$ cat src/rtl/mem_port_arbiter_if.sv
// mem_port_arbiter_if: requester and memory-side signals of the shared memory port
interface mem_port_arbiter_if #(
  parameter int N_REQ = 2,
  parameter int AW    = 16,
  parameter int DW    = 16
);
  logic [N_REQ-1:0]    req_valid;
  logic [N_REQ-1:0]    req_we;
  logic [N_REQ*AW-1:0] req_addr;
  logic [N_REQ*DW-1:0] req_wdata;
  logic [N_REQ-1:0]    req_ready;
  logic [N_REQ-1:0]    rsp_valid;
  logic [DW-1:0]       rsp_data;
  logic [AW-1:0]       mem_raddr;
  logic [DW-1:0]       mem_rdata;
  logic [AW-1:0]       mem_waddr;
  logic [DW-1:0]       mem_wdata;
  logic                mem_wen;
  logic                busy;
  modport slave (
    input  req_valid, req_we, req_addr, req_wdata, mem_rdata,
    output req_ready, rsp_valid, rsp_data, mem_raddr, mem_waddr, mem_wdata, mem_wen, busy
  );
  modport master (
    output req_valid, req_we, req_addr, req_wdata, mem_rdata,
    input  req_ready, rsp_valid, rsp_data, mem_raddr, mem_waddr, mem_wdata, mem_wen, busy
  );
endinterface

$ cat src/rtl/mem_port_arbiter.sv
// mem_port_arbiter: round-robin sharing of one memory read/write port, one transaction in flight
module mem_port_arbiter #(
  parameter int N_REQ  = 2,
  parameter int AW     = 16,
  parameter int DW     = 16,
  parameter int RD_LAT = 2
) (
  input logic clk,
  input logic rst,
  mem_port_arbiter_if.slave bus
);
  localparam int PW = $clog2(N_REQ);
  localparam int CW = $clog2(RD_LAT + 1);
  typedef enum logic [1:0] {IDLE, WR, RD, RSP} state_t;
  state_t          r_state, w_next;
  logic [PW-1:0]   r_ptr, r_win, w_win, w_idx;
  logic            w_found, w_grant, w_we;
  logic [CW-1:0]   r_cnt;
  logic [AW-1:0]   r_raddr, r_waddr;
  logic [DW-1:0]   r_wdata, r_rsp_data;
  logic            r_wen;
  assign w_grant = (r_state == IDLE) && w_found;
  assign w_we    = bus.req_we[w_win];
  assign bus.req_ready = w_grant ? N_REQ'(1) << w_win : '0;
  assign bus.rsp_valid = (r_state == WR || r_state == RSP) ? N_REQ'(1) << r_win : '0;
  assign bus.rsp_data  = r_rsp_data;
  assign bus.mem_raddr = r_raddr;
  assign bus.mem_waddr = r_waddr;
  assign bus.mem_wdata = r_wdata;
  assign bus.mem_wen   = r_wen;
  assign bus.busy      = r_state != IDLE;
  // pick the first pending requester at or after r_ptr, wrapping modulo N_REQ
  always_comb begin
    w_found = 1'b0;
    w_win   = '0;
    w_idx   = '0;
    for (int k = 0; k < N_REQ; k++) begin
      w_idx = PW'((int'(r_ptr) + k) % N_REQ);
      if (!w_found && bus.req_valid[w_idx]) begin
        w_found = 1'b1;
        w_win   = w_idx;
      end
    end
  end
  // state register
  always_ff @(posedge clk or posedge rst)
    if (rst) r_state <= IDLE;
    else     r_state <= w_next;
  // next state: stores ack right after the write, loads wait out the read latency
  always_comb begin
    w_next = r_state;
    if (r_state == IDLE)    w_next = w_grant ? (w_we ? WR : RD) : IDLE;
    else if (r_state == RD) w_next = (r_cnt == '0) ? RSP : RD;
    else                    w_next = IDLE;
  end
  // latch the granted transaction, drive the memory port and capture read data
  always_ff @(posedge clk or posedge rst)
    if (rst) begin
      r_ptr      <= '0;
      r_win      <= '0;
      r_cnt      <= '0;
      r_raddr    <= '0;
      r_waddr    <= '0;
      r_wdata    <= '0;
      r_wen      <= 1'b0;
      r_rsp_data <= '0;
    end else begin
      r_wen <= w_grant && w_we;
      if (w_grant) begin
        r_win <= w_win;
        r_ptr <= (w_win == PW'(N_REQ - 1)) ? '0 : w_win + 1'b1;
        r_cnt <= CW'(RD_LAT);
        if (w_we) begin
          r_waddr <= bus.req_addr[w_win*AW +: AW];
          r_wdata <= bus.req_wdata[w_win*DW +: DW];
        end else
          r_raddr <= bus.req_addr[w_win*AW +: AW];
      end else if (r_state == RD) begin
        if (r_cnt == '0) r_rsp_data <= bus.mem_rdata;
        else             r_cnt <= r_cnt - 1'b1;
      end
    end
endmodule

$ cat src/flat_wrapper.sv
// flat-port wrapper written by rule: the top's interface ports become plain ports
module mem_port_arbiter_flat 
#(
  parameter int N_REQ  = 2,
  parameter int AW     = 16,
  parameter int DW     = 16,
  parameter int RD_LAT = 2
)
  (clk, rst, bus_req_valid, bus_req_we, bus_req_addr, bus_req_wdata, bus_mem_rdata, bus_req_ready, bus_rsp_valid, bus_rsp_data, bus_mem_raddr, bus_mem_waddr, bus_mem_wdata, bus_mem_wen, bus_busy);
  mem_port_arbiter_if #(.N_REQ(N_REQ), .AW(AW), .DW(DW)) bus_i ();
  input logic clk;
  input logic rst;
  input wire logic [$bits(bus_i.req_valid)-1:0] bus_req_valid;
  input wire logic [$bits(bus_i.req_we)-1:0] bus_req_we;
  input wire logic [$bits(bus_i.req_addr)-1:0] bus_req_addr;
  input wire logic [$bits(bus_i.req_wdata)-1:0] bus_req_wdata;
  input wire logic [$bits(bus_i.mem_rdata)-1:0] bus_mem_rdata;
  output wire logic [$bits(bus_i.req_ready)-1:0] bus_req_ready;
  output wire logic [$bits(bus_i.rsp_valid)-1:0] bus_rsp_valid;
  output wire logic [$bits(bus_i.rsp_data)-1:0] bus_rsp_data;
  output wire logic [$bits(bus_i.mem_raddr)-1:0] bus_mem_raddr;
  output wire logic [$bits(bus_i.mem_waddr)-1:0] bus_mem_waddr;
  output wire logic [$bits(bus_i.mem_wdata)-1:0] bus_mem_wdata;
  output wire logic [$bits(bus_i.mem_wen)-1:0] bus_mem_wen;
  output wire logic [$bits(bus_i.busy)-1:0] bus_busy;
  assign bus_i.req_valid = bus_req_valid;
  assign bus_i.req_we = bus_req_we;
  assign bus_i.req_addr = bus_req_addr;
  assign bus_i.req_wdata = bus_req_wdata;
  assign bus_i.mem_rdata = bus_mem_rdata;
  assign bus_req_ready = bus_i.req_ready;
  assign bus_rsp_valid = bus_i.rsp_valid;
  assign bus_rsp_data = bus_i.rsp_data;
  assign bus_mem_raddr = bus_i.mem_raddr;
  assign bus_mem_waddr = bus_i.mem_waddr;
  assign bus_mem_wdata = bus_i.mem_wdata;
  assign bus_mem_wen = bus_i.mem_wen;
  assign bus_busy = bus_i.busy;
  mem_port_arbiter #(.N_REQ(N_REQ), .AW(AW), .DW(DW), .RD_LAT(RD_LAT)) u_core (.clk(clk), .rst(rst), .bus(bus_i));
endmodule
$ cat config.mk
export PLATFORM = sky130hd
export DESIGN_NAME = mem_port_arbiter_flat
export DESIGN_NICKNAME = d
export VERILOG_FILES = /design/src/rtl/mem_port_arbiter_if.sv /design/src/rtl/mem_port_arbiter.sv /design/src/flat_wrapper.sv
export SDC_FILE = /design/constraint.sdc
export NUM_CORES = 1
export LEC_CHECK = 0
export BUFFER_PORTS_ARGS = -buffer_cell sky130_fd_sc_hd__buf_2
export CAP_MARGIN = 20
export CORE_MARGIN = 2
export CORE_UTILIZATION = 50
export DETAILED_ROUTE_END_ITERATION = 7
export GPL_TIMING_DRIVEN = 0
export HOLD_SLACK_MARGIN = 0.08
export PLACE_DENSITY_LB_ADDON = 0.25
export SLEW_MARGIN = 10
export SYNTH_ARGS = -nofsm -noshare
export SYNTH_HDL_FRONTEND = slang
export SYNTH_SLANG_ARGS = --single-unit
export TNS_END_PERCENT = 10
$ cat constraint.sdc
create_clock -name clk -period 3.1 [get_ports clk]
set_input_delay 0.155 -clock clk [delete_from_list [all_inputs] [get_ports clk]]
set_output_delay 0.155 -clock clk [all_outputs]
set_load 0.01 [all_outputs]
# Word level (Yosys, flattened, before mapping)
# Cells that the tools add are included.
# word_totals
reg_bits,71
latch_bits,0
mem_bits_rw,0
mem_bits_ro,0
in_bits,86
output_inout_bits,70
elab_cells,59
memories,0
# op_classes
addsub,3
n_mul,0
div_mod_pow,0
n_lt_le_gt_ge,3
eq_ne,4
n_shift,4
muxes,21
bitwise_logic,2
n_reduce_logical,13
# ops
op,n
$shiftx A32 B6 Y16,2
$mux W2,9
$mux W1,12
$lt A1 B2 Y1 const B,3
$reduce_and A2 Y1,3
$eq A2 B2 Y1 const B,2
$logic_not A2 Y1,2
$reduce_bool A2 Y1,2
$shl A1 B1 Y2 const A,2
$logic_and A1 B1 Y1,3
$reduce_and A3 Y1,1
$add A1 B1 Y1 const B,2
$eq A2 B1 Y1 const B,1
$ne A2 B1 Y1 const B,1
$not A1 Y1,2
$sub A2 B1 Y2 const B,1
$logic_not A1 Y1,1
$logic_or A1 B1 Y1,1

# Longest topological paths before layout
# depth
ltp_word,11
ltp_mapped,6
depth_no_buf,5

# Worst setup path after synthesis
# Ideal clock, no wire load.
# synth_path
kind,reg-to-reg
from,register u_core.r_state[1]
to,register u_core.r_raddr[0] (netlist: u_core.bus.mem_raddr[0])
setup_ps,125
arrival_time_ps,1614
t_required_ps,2975
setup_slack_ps,1361
path_stages_with_launch,7
path_buffers,1
synth_period_minus_slack_ps,1739
path_cell_list,dfrtp_1 nor2_4 inv_1 a311o_1 nor2_8 buf_12 mux2_4
# synth_via
elab_chain_cells,3
# synth_rtl
item,line,rtl
from (decl),mem_port_arbiter.sv:15,"state_t r_state, w_next;"
from (signal assigned),mem_port_arbiter.sv:48,else r_state <= w_next;
$logic_not A2 Y1,mem_port_arbiter.sv:22,assign w_grant = (r_state == IDLE) && w_found;
$logic_and A1 B1 Y1,mem_port_arbiter.sv:22,
$reduce_and A2 Y1 (no source line),-,
to (signal assigned),mem_port_arbiter.sv:77,r_raddr <= bus.req_addr[w_win*AW +: AW];
to (decl),mem_port_arbiter.sv:19,"logic [AW-1:0] r_raddr, r_waddr;"
# No other way between the ends.
# A chain may end at the register's enable or synchronous reset.

# Final worst setup path
# layout_path
from,register u_core.r_state[0]
to,register u_core.r_waddr[3] (netlist: u_core.bus.mem_waddr[3])
# layout_via
elab_chain_cells,3
# layout_rtl
item,line,rtl
$logic_not A2 Y1,mem_port_arbiter.sv:22,
$logic_and A1 B1 Y1,mem_port_arbiter.sv:22,
$reduce_and A2 Y1 (no source line),-,
to (signal assigned),mem_port_arbiter.sv:74,r_waddr <= bus.req_addr[w_win*AW +: AW];
to (decl),mem_port_arbiter.sv:19,
# No other way between the ends.

==> results by group <==
Synthesis
  – Post-Syn Area: between 3000 and 4000 um^2
  – Synth Net Count: ~320
  – Post-synth top area cell: dfrtp_1
  – Distinct cells, synth: 34
  – Syn. warnings: 0
  – Top_reg_cell synth: dfrtp_1
  – Most numerous cell in the Yosys netlist: dfrtp_1
  – Post-synth EDFFs: 0
  – Sequential area share after synthesis: 53.26%
  – Top cells by area, synth: dfrtp_1 53%, mux2_2 13%, o221a_2 11%, o22a_1 8.4%, mux2_4 4.5%
  – Post-Synthesis Cells: around 240
  – Synth top area share: 53.26%
  – Post-synthesis register bit count: 71
  – Top cells by instance count after synthesis: 71 x dfrtp_1, 38 x mux2_2, 32 x o221a_2, 32 x o22a_1, 10 x mux2_4
  – Synthesized area per cell: ~14 um^2
  – Async SR Flop Fraction: 100.0%

Routing
  – DR WL/cell: around 18 um
  – WL final: 8857 um
  – Vias per cell: ~5.6
  – Initial detailed-routing violation count: around 110
  – Drt pass-1 iters: 4
  – ANT nets after route: 0
  – Via count: approximately 2800
  – DRC errors left: 0

STA
  – Setup Viol. Count Final: 0
  – Fmax: 0.4958 GHz
  – Slew Viols, Final: 0
  – Slew @ Worst Pin: ~0.5 ns
  – Final Cycle Share: between 60 and 70%
  – Max-slew headroom: around 66%
  – Fin Setup TNS: 0 ns
  – Hold Fails Final Rpt: 0
  – Crit path time final: 2.017 ns
  – Final Skew: approximately 0.0060 ns
  – RSZ-0062 raised after global routing: false
  – Setup WS post-layout: 1.083 ns

Global routing
  – Total grt overflow: 0
  – Vias in the first global route: approximately 3000
  – Initial antenna violation count: 0
  – First-pass GRT wire length: 14540 um
  – GRT Total Usage: approximately 25%
  – Largest net degree at the start of global routing: 45

Job
  – Number of max-cap violations: 0

Power
  – Pwr dens: between 900 and 1000 nW/um^2
  – Int Power: ~2.9 mW
  – Clock share of power: roughly 14%
  – Combinational power share: about half
  – Final Total Pwr: approximately 4.5 mW
  – P_leak: 2.259 nW
  – Psw: about 1.6 mW
  – Net Sw Frac: approximately a third
  – Peak supply drop: around 0.00061 V
  – Flop pwr share: between 30% and 40%

CTS
  – CTS max path bufs: 2
  – Inserted Clock Buffers: 9
  – Hold Buf Count CTS: 18
  – CTS tree: yes
  – CTS clk-pin slew, worst paths: approximately 0.070 ns
  – Post-CTS Resized: 0
  – Clock sinks: 71
  – Root Buffer: clkbuf_8
  – Post-CTS Setup Bufs: 0
  – Htree depth: 3
  – Clock latency on the worst-skew pair: roughly 0.33 ns

Layout
  – Fill cell count: approximately 470
  – Layout cells sized above 1: between 60% and 70%
  – Multi-input gate area: between 1000 and 1500 um^2
  – Number of nets in the layout: a little over 500
  – FF/Latch Area: 1777 um^2
  – Area added between synthesis and finish: 37.51%
  – Final Core Density: 71.83%
  – Number of diodes: 0

Worst setup path
  – Cells on worst reg2reg path: 6
  – Critical Path End: u_core.bus.mem_waddr[3]
  – R2R Path Start: u_core.r_state[0]
  – Critical path type: reg -> reg
  – Worst setup SP type: flop
  – Worst EP arrival: around 2.3 ns
  – WP data required: roughly 3.4 ns
  – Crit. Startpoint: u_core.r_state[0]
  – RR Endpoint: u_core.bus.mem_waddr[3]
  – CP Capture Type: flop
  – R2R setup slack: roughly 1.1 ns
  – CP max FO: 10

Placement
  – Detailed placement HPWL: between 6000 and 7000 um
  – Pre-CTS setup slack: roughly 1.2 ns
  – RePlAce Congestion: between 0.8 and 0.9
  – Port bufs: ~150

Floorplan
  – Io pins: between 150 and 200
  – Core Box Area: approximately 6400 um^2
  – Die area: 7341 um^2
  – Row count: 29
  – Die W: 85.68 um
  – Initial Util: between 50% and 60%
  – Die Ht: about 86 um

Run status
  – Outcome: finished, final reports clean

Hold path
  – Worst Hold Class: in -> reg
==> power by group through the flow <==
stage / combinational (mW) / sequential, mW / clock (mW)
2_1_floorplan: 1.27 / 1.81 / 0
3_3_place_gp: 2.11 / 1.61 / 0
3_5_place_dp: 2.18 / 1.65 / 0
4_1_cts: 2.21 / 1.64 / 0.658
5_1_grt: 2.37 / 1.70 / 0.698
6_report: 2.19 / 1.64 / 0.639
==> flip-flops by register name, indices dropped and copies added (netlist names) <==
register,cells
u_core.bus.mem_raddr,16
u_core.bus.mem_waddr,16
u_core.bus.mem_wdata,16
u_core.bus.mem_wen,1
u_core.bus.rsp_data,16
u_core.r_cnt,2
u_core.r_ptr,1
u_core.r_state,2
u_core.r_win,1
==> worst min-delay path by stage <==
stage | depth (start not counted) | endpoint | slack, ns | from
floorplan | 1 | u_core.bus.rsp_data[0] | 0.31 | bus_mem_rdata[0]
global placement | 2 | u_core.bus.rsp_data[13] | 0.39 | bus_mem_rdata[13]
detailed placement | 2 | u_core.bus.mem_raddr[4] | 0.17 | rst
CTS | 2 | u_core.bus.mem_wdata[0] | 0.08 | bus_req_wdata[0]
global route | 2 | u_core.bus.mem_wdata[10] | 0.08 | bus_req_wdata[10]
finish | 2 | u_core.bus.mem_wdata[0] | 0.1 | bus_req_wdata[0]
==> metrics by stage <==
stage / std cells / instance area, um^2 / hold WS, ns
floorplan: 235 / 3336 / 0.3056
global placement: 466 / 4203 / 0.3860
CTS: 499 / 4577 / 0.08069
finish: 500 / 4587 / 0.09565
global route: 500 / 4587 / 0.08291
detailed placement: 467 / 4233 / 0.1683
==> layer usage <==
| metal | GRT usage [%] | share of wire [%] | wire length (um) |
|---|---|---|---|
| met1 | 31.55 | 42 | 3740 |
| met2 | 43.11 | 51 | 4505 |
| met3 | 6.930 | 5.5 | 484 |
| met4 | 8.081 | 1.4 | 127 |
| met5 | 0 | 0 | 0 |
==> worst max-delay path, stage by stage, from the launching register on <==
cell and delay (ns):
dfrtp_1 0.46, nor2_4 0.18, inv_1 0.10, nor2_2 0.35, clkbuf_1 0.47, o22a_1 0.22, o221a_2 0.18
==> cells by family (layout without fill, tap and decap cells) <==
family | Yosys count | count (layout) | synth area share [%]
flops | 71 | 71 | 53.26
compound gates | 75 | 75 | 21.68
simple gates | 17 | 17 | 3.639
fa+ha+maj | 1 | 1 | 0.3750
mux | 48 | 48 | 17.33
buf+inv | 22 | 210 | 3.451
xor+xnor | 1 | 1 | 0.2626
==> layout make-up <==
type | count | share of cell area (%)
well taps | 77 | 2.100
flip-flops and latches | 71 | 38.73
repair buffers | 174 | 21.55
clock buffers | 13 | 3.464
plain buffers | 17 | 2.100
clock inverters | 1 | 0.1091
inverters | 5 | 0.4637
multi-input cells | 142 | 31.48
==> layout by cell type (no fill, tap or decap), types with 2 or more instances in the layout <==
master / count
a21oi_1: 2
dfrtp_1: 71
nand4_1: 2
o22a_1: 32
and2_1: 2
buf_2: 158
clkbuf_8: 11
mux2_4: 10
buf_4: 3
clkbuf_1: 11
o221a_2: 32
inv_1: 4
nor2_1: 3
dlygate4sd3_1: 19
nand2_1: 2
mux2_2: 38
Note: power is estimated with default switching activity, not from simulation.
